## src/rtl/dsp_mac_sequencer.sv

```systemverilog
// dsp_mac_sequencer: feeds a DSP multiply-accumulate element from a valid/ready
// stream of signed operand pairs, then collects one accumulator value per vector
// into a first-word-fall-through result FIFO.
//
// The MAC element has no stall input. A beat is accepted only when the FIFO has a
// reserved slot for every vector result still in flight, so no result is ever lost.
//
// Optional build macro: DSP_SEQ_SAT_EN
//   - defined   : result = mac_acc saturated to the signed OUT_SIZE range
//   - undefined : result = mac_acc[OUT_SIZE-1:0] (wrap-around truncation)
//
// Ports:
//   clk, rst                  clock, synchronous active-high reset
//   s_op0/s_op1/s_last        input operand pair and end-of-vector flag
//   s_valid/s_ready           input handshake
//   mac_op0/op1/op2           MAC operands (op2 is tied to zero)
//   mac_bypass_mlt            MAC multiplier bypass (tied to 0)
//   mac_bypass_add            1 = MAC accumulator holds its value
//   mac_reset_acc             1 = MAC loads the product instead of adding it
//   mac_tag_out/mac_tag_in    sideband tag to/from MAC: {last, beat valid}
//   mac_acc                   MAC accumulator value
//   m_data/m_valid/m_ready    result stream
module dsp_mac_sequencer #(
   parameter int unsigned OP0_SIZE       = 8,
   parameter int unsigned OP1_SIZE       = 8,
   parameter int unsigned ACC_SIZE       = 24,
   parameter int unsigned OUT_SIZE       = 16,
   parameter int unsigned RES_FIFO_DEPTH = 4
) (
   input  logic                clk,
   input  logic                rst,
   input  logic [OP0_SIZE-1:0] s_op0,
   input  logic [OP1_SIZE-1:0] s_op1,
   input  logic                s_last,
   input  logic                s_valid,
   output logic                s_ready,
   output logic [OP0_SIZE-1:0] mac_op0,
   output logic [OP1_SIZE-1:0] mac_op1,
   output logic [ACC_SIZE-1:0] mac_op2,
   output logic                mac_bypass_mlt,
   output logic                mac_bypass_add,
   output logic                mac_reset_acc,
   output logic [1:0]          mac_tag_out,
   input  logic [1:0]          mac_tag_in,
   input  logic [ACC_SIZE-1:0] mac_acc,
   output logic [OUT_SIZE-1:0] m_data,
   output logic                m_valid,
   input  logic                m_ready
);

   localparam int unsigned PTR_W = $clog2(RES_FIFO_DEPTH);
   localparam int unsigned CNT_W = $clog2(RES_FIFO_DEPTH + 1);
   localparam logic [CNT_W:0] DEPTH_C = (CNT_W + 1)'(RES_FIFO_DEPTH);

   typedef enum logic {
      ST_FIRST,
      ST_ACCUM
   } state_t;

   state_t              state;
   state_t              state_nxt;
   logic                accept;
   logic                cap_pending;
   logic [CNT_W-1:0]    inflight;
   logic [CNT_W-1:0]    fifo_count;
   logic [CNT_W:0]      occupied;
   logic [PTR_W-1:0]    wr_ptr;
   logic [PTR_W-1:0]    rd_ptr;
   logic                fifo_wr;
   logic                fifo_rd;
   logic [OUT_SIZE-1:0] result;
   logic [OUT_SIZE-1:0] mem [RES_FIFO_DEPTH];

   // Credit check: results in flight plus buffered results must leave a free slot.
   assign occupied = {1'b0, inflight} + {1'b0, fifo_count};
   assign s_ready  = !rst && (occupied < DEPTH_C);
   assign accept   = s_valid && s_ready;

   assign mac_op2        = '0;
   assign mac_bypass_mlt = 1'b0;

   // Accumulator reduction to the output width.
`ifdef DSP_SEQ_SAT_EN
   localparam logic [ACC_SIZE-1:0] SAT_MAX =
      {{(ACC_SIZE - OUT_SIZE + 1){1'b0}}, {(OUT_SIZE - 1){1'b1}}};
   localparam logic [ACC_SIZE-1:0] SAT_MIN = ~SAT_MAX;

   always_comb begin
      result = mac_acc[OUT_SIZE-1:0];
      if ($signed(mac_acc) > $signed(SAT_MAX)) begin
         result = {1'b0, {(OUT_SIZE - 1){1'b1}}};
      end else if ($signed(mac_acc) < $signed(SAT_MIN)) begin
         result = {1'b1, {(OUT_SIZE - 1){1'b0}}};
      end
   end
`else
   logic unused_acc_msbs;
   assign result          = mac_acc[OUT_SIZE-1:0];
   assign unused_acc_msbs = ^mac_acc[ACC_SIZE-1:OUT_SIZE];
`endif

   // Vector FSM state register.
   always_ff @(posedge clk) begin
      if (rst) begin
         state <= ST_FIRST;
      end else begin
         state <= state_nxt;
      end
   end

   // Next state and MAC drive; with no accepted beat the accumulator holds.
   always_comb begin
      state_nxt      = state;
      mac_op0        = '0;
      mac_op1        = '0;
      mac_bypass_add = 1'b1;
      mac_reset_acc  = 1'b0;
      mac_tag_out    = 2'b00;
      if (accept) begin
         mac_op0        = s_op0;
         mac_op1        = s_op1;
         mac_bypass_add = 1'b0;
         mac_reset_acc  = (state == ST_FIRST);
         mac_tag_out    = {s_last, 1'b1};
         state_nxt      = s_last ? ST_FIRST : ST_ACCUM;
      end
   end

   // The accumulator settles one cycle after the last tag returns.
   assign fifo_wr = cap_pending;
   assign fifo_rd = m_valid && m_ready;

   // Capture, credit and FIFO bookkeeping.
   always_ff @(posedge clk) begin
      if (rst) begin
         cap_pending <= 1'b0;
         inflight    <= '0;
         fifo_count  <= '0;
         wr_ptr      <= '0;
         rd_ptr      <= '0;
      end else begin
         cap_pending <= (mac_tag_in == 2'b11);
         inflight    <= inflight + CNT_W'(accept && s_last) - CNT_W'(cap_pending);
         fifo_count  <= fifo_count + CNT_W'(fifo_wr) - CNT_W'(fifo_rd);
         if (fifo_wr) begin
            wr_ptr <= wr_ptr + PTR_W'(1);
         end
         if (fifo_rd) begin
            rd_ptr <= rd_ptr + PTR_W'(1);
         end
      end
   end

   // Result storage; contents are only observable while the FIFO is non-empty.
   always_ff @(posedge clk) begin
      if (fifo_wr) begin
         mem[wr_ptr] <= result;
      end
   end

   assign m_valid = (fifo_count != '0);
   assign m_data  = m_valid ? mem[rd_ptr] : '0;

endmodule
```

## config.mk

```make
export PLATFORM = sky130hd
export DESIGN_NAME = dsp_mac_sequencer
export DESIGN_NICKNAME = d
export VERILOG_FILES = /design/src/rtl/dsp_mac_sequencer.sv
export SDC_FILE = /design/constraint.sdc
export NUM_CORES = 1
export LEC_CHECK = 0
export ABC_CLOCK_PERIOD_IN_PS = 4500
export CELL_PAD_IN_SITES_DETAIL_PLACEMENT = 0
export CELL_PAD_IN_SITES_GLOBAL_PLACEMENT = 1
export CORE_MARGIN = 10
export CORE_UTILIZATION = 35
export CTS_CLUSTER_DIAMETER = 40
export DETAILED_ROUTE_END_ITERATION = 10
export GPL_TIMING_DRIVEN = 0
export PLACE_DENSITY_LB_ADDON = 0.1
export SLEW_MARGIN = 0
export SYNTH_ARGS = -nofsm -noshare
export SYNTH_HDL_FRONTEND = slang
export SYNTH_SLANG_ARGS = --single-unit
```

## constraint.sdc

```tcl
create_clock -name clk -period 4.5 [get_ports clk]
set_input_delay 0.45 -clock clk [delete_from_list [all_inputs] [get_ports clk]]
set_output_delay 0.45 -clock clk [all_outputs]
set_load 0.005 [all_outputs]
```

### Word level (Yosys, flattened, before mapping)

Memories as Yosys holds them, arrays and structs flattened. A register that Yosys moved wholly into a read port is not among the register bits.
Cells that the tools add are included.
Widths: inputs -> output; s select.

* output and inout port bits: 63
* memories kept: 1
* word-level logic and storage cells: 34
* RAM bits: 64
* register bits after elaboration: 12

Memories
* mem: depth 4, bits a word 16, rd ports 1, clocked after Yosys merged registers in 1, wr ports 1, line 72 `logic [OUT_SIZE-1:0] mem [RES_FIFO_DEPTH];`

* add/subtract/negate cells: 7
* reductions and logical operators: 6
* order comparisons: 1
* bitwise logic cells: 1
* equal/unequal tests: 1
* mux-type cells: 11

Operator list (number)
* $mux 16: 1
* $mux 8: 2
* $add 3x1->3: 2
* $mux 2: 3
* $sub 3x1->3: 2
* $mux 1: 5
* $add 2x1->2 const B: 2
* $add 3x3->4: 1
* $logic_and 1x1->1: 4
* $lt 4x3->1 const B: 1
* $reduce_bool 3->1: 1
* $eq 2x2->1 const B: 1
* $logic_not 1->1: 1
* $not 1->1: 1

### Logic depth before layout (Yosys ltp)

* depth after elaboration: 7
* gate-level depth with buffers: 12
* depth with buffers taken out: 11

### Least setup slack after synthesis

Ideal clock, no wire load.

* path kind: reg-to-reg
* from: register fifo_count[2]
* to: register inflight[2]
* stages on the path, launching flop included: 13
* arrival: 2461 ps
* setup slack: 1911 ps
* buffers on the path: 1
* setup time: 128 ps
* cells stage by stage: dfxtp_1 -> ha_1 -> nor4_2 -> and3_1 -> buf_4 -> nand2_1 -> ha_1 -> inv_1 -> ha_1 -> fa_1 -> xnor2_1 -> xnor2_1 -> nor2_1

* word-level cells in the longest chain between the ends: 7

RTL lines
* start: declaration: line 65 `logic [CNT_W-1:0] fifo_count;`
* start signal: assignment: line 144 `fifo_count <= fifo_count + CNT_W'(fifo_wr) - CNT_W'(fifo_rd);`
* $add 3x3->4: line 75 `assign occupied = {1'b0, inflight} + {1'b0, fifo_count};`
* $lt 4x3->1: line 76 `assign s_ready = !rst && (occupied < DEPTH_C);`
* $logic_and 1x1->1: line 76
* $logic_and 1x1->1: line 77 `assign accept = s_valid && s_ready;`
* via accept: line 62 `logic accept;`
* $logic_and 1x1->1: line 143 `inflight <= inflight + CNT_W'(accept && s_last) - CNT_W'(cap_pending);`
* $add 3x1->3: line 143
* $sub 3x1->3: line 143
* end signal: assignment: line 143
* end: declaration: line 64 `logic [CNT_W-1:0] inflight;`

The timed path passes the listed nets, and every way through them passes these cells.
A chain may end at the register's enable or synchronous reset.

### Worst setup path in the final report

* from: input rst
* to: register inflight[2]

* word-level cells in the longest chain between the ends: 6

RTL lines
* start: declaration: line 31 `input logic rst,`
* $logic_not 1->1: line 76
* $logic_and 1x1->1: line 76
* $logic_and 1x1->1: line 77
* via accept: line 62
* $logic_and 1x1->1: line 143
* $add 3x1->3: line 143
* $sub 3x1->3: line 143

The timed path passes the listed nets, and every way through them passes these cells.

==> flow_summary.toml <==
[sta]
setup_violations = 0
skew_ns = 0.008506
min_period_ns = 2.862
hold_viol_final = 0
fmax_ghz = 0.3494
hold_slack_ns = 0.5410
fin_tns_setup_ns = 0
tightest_slew_ns = 0.8621
slew_headroom_pct = 42.53
period_share_pct = 63.61
rsz0062_at_grt = "false"
report.final.slew_viol_count = 0

[global_routing]
grtUsageTotal_pct = 9.818
grt_pass1_wl_mm = 10.97
antenna_found_initial = 0
grt_overflow = 0
grt_pass1_vias = 2080
grt_max_degree = 17

[critical_path]
end_kind = "flip-flop"
start_kind = "input port"
critPathMaxFanout = 10
reg2regPathDepth = 12
worstReg2RegEnd = "inflight[2]"
crit_arrival_ns = 3.08
rrSetupSlack_ns = 1.66
cp.required_ns = 4.72
r2r_start = "fifo_count[2]"
worst-setup-path-type = "in2reg"

[hold_path]
hp-class = "reg2reg"
hold_start = "rd_ptr[1]"
min_path_cells = 2

[clock_network]
clk_pin_slew_ns = 0.08
cts.sinks = 78
clk_path_buf_depth = 2
cts_resized = 0
clk_latency_ns = 0.34
cts_tree = "yes"
cts_setup_buffers = 0
ctsHtreeMaxLevel = 3
clockRootBuffer = "clkbuf_8"
numCtsBuffers = 9
cts_hold_buf = 0

[detailed_routing]
postRouteAntennaNets = 0
drc = 0
wl_mm = 6.851
initialDrtViolationCount = 58
wl_per_cell_um = 14.55
viasPerCell = 4.113
num_vias = 1937
drtPass1Iterations = 4

[synth]
ys_warn_count = 0
yosysSeqAreaShare_pct = 61.97
synth_seq_cells = 78
syn-cell-area_um2 = 3553
syn_inst = 222
yosysUniqueCellTypes = 30
synth.avg_cell_area_um2 = 16.01

[floorplan]
core.rowCount = 36
die_y_um = 120.8
ios = 110
die_x_um = 120.8
core-area_um2 = 9819
start_util_pct = 36.19
dieArea_um2 = 14580

[power_and_ir_drop]
p_leak_uw = 0.001770
vdd_ir_drop_max_v = 0.0001519
powerDensity_nw_per_um2 = 459.7

[finish]
num-fill-cells = 892
final_cell_mix = "clkdlybuf4s50_1 (76), edfxtp_1 (64), buf_4 (28), conb_1 (25), and2_1 (23)"
antenna_cells = 0
nets = 392
final_common_cell = "clkdlybuf4s50_1"
syn2layout_area_growth_pct = 33.70
drive_above_1_share_pct = 23.08

[place]
place_congestion = 0.6461
port-buffer-count = 76
hpwlAfterDp_mm = 5.161

[job]
max_cap_violations = 0

[run_status]
status = "finished clean"
-- per-layer routing --
layer | vias up | share of wire (%) | GRT usage (%)
met5 | - | 0 | 0
met4 | 0 | 0.61 | 2.941
met3 | 4 | 12 | 6.701
met2 | 79 | 49 | 15.80
met1 | 895 | 38 | 10.15
li1 | 959 | - | -
-- registers in the layout, summed over array words and instances (netlist names), named ones only --
register     count
cap_pending      1
inflight         3
state            1
rd_ptr           2
mem             64
wr_ptr           2
fifo_count       3
-- worst max path at each step --
stage / startpoint / end / slack [ns] / depth (start not counted)
2_1_floorplan: fifo_count[2] / inflight[2] / 1.91 / 12
3_3_place_gp: rst / inflight[2] / 1.25 / 12
3_5_place_dp: rst / inflight[2] / 1.26 / 12
4_1_cts: rst / mac_op0[7] / 1.61 / 6
5_1_grt: rst / inflight[2] / 1.42 / 12
6_report: rst / inflight[2] / 1.64 / 12
-- logic make-up after synthesis --
group                      synth area share (%)
DFF                                       61.97
and+or+nand+nor                           11.87
buffers and inverters                     8.662
muxes                                     10.42
adders and majority gates                 4.648
xor gates and xnor gates                  1.479
AOI/OAI and AO/OA                        0.8454
other                                    0.1055
-- worst max-delay path, stage by stage --
cell,delay (ns)
clkdlybuf4s50_1,0.50
nor4_2,0.36
and3_1,0.26
buf_4,0.17
nand2_1,0.06
ha_1,0.27
inv_1,0.04
ha_1,0.18
fa_1,0.42
xnor2_1,0.18
xnor2_1,0.14
nor2_1,0.05
-- cells in the mapped netlist --
master     n  share of area [%]
o311ai_1   1               0.25
and2_1    23                4.0
ha_1      10                3.5
buf_12     1               0.56
nor4_2     1               0.35
mux2i_1    1               0.28
buf_2      2               0.28
nor3_2     1               0.28
and3_1     1               0.18
xor2_1     3               0.74
inv_1     10                1.1
clkbuf_1   1               0.11
nor2b_1    9                1.6
buf_6      2               0.63
mux4_2    16                 10
inv_2      1               0.11
conb_1     1               0.11
xnor2_1    3               0.74
fa_1       2                1.1
dfxtp_1   14                7.9
nor3_1     1               0.14
buf_4     28                5.9
nor2_1    10                1.1
edfxtp_1  64                 54
nand3_1    1               0.14
nand2_1    2               0.21
a31oi_1    1               0.18
nor2b_4   10                3.9
a211oi_1   1               0.21
o31ai_1    1               0.21
-- layout make-up --
| cell class | instances | area, µm² | area share [%] |
|---|---|---|---|
| sequential | 78 | 2202 | 46.35 |
| multi-input combinational | 123 | 1134 | 23.86 |
| timing repair buffer | 76 | 760.7 | 16.01 |
| buffer | 34 | 266.5 | 5.610 |
| tap | 133 | 166.4 | 3.503 |
| clock buffer | 9 | 123.9 | 2.607 |
| clock inverter | 7 | 56.30 | 1.185 |
| inverter | 11 | 41.29 | 0.8691 |
-- per-stage QoR --
step                instances  utilization, %  worst slack (ns)  total power, µW  area (µm²)
floorplan                 246               -             1.911             1384        3643
global placement          455           46.55             1.252             1760        4571
detailed placement        455           46.55             1.258             1763        4571
CTS                       471           48.38             1.610             2233        4751
global route              471           48.38             1.420             2333        4751
finish                    471           48.38             1.638             2184        4751
-- power by group --
part / total [µW] / switching [µW] / internal [µW]
clock: 464 / 258 / 205
combinational: 864 / 340 / 525
sequential: 856 / 36.5 / 819
Power figures use the tool's default switching activity.
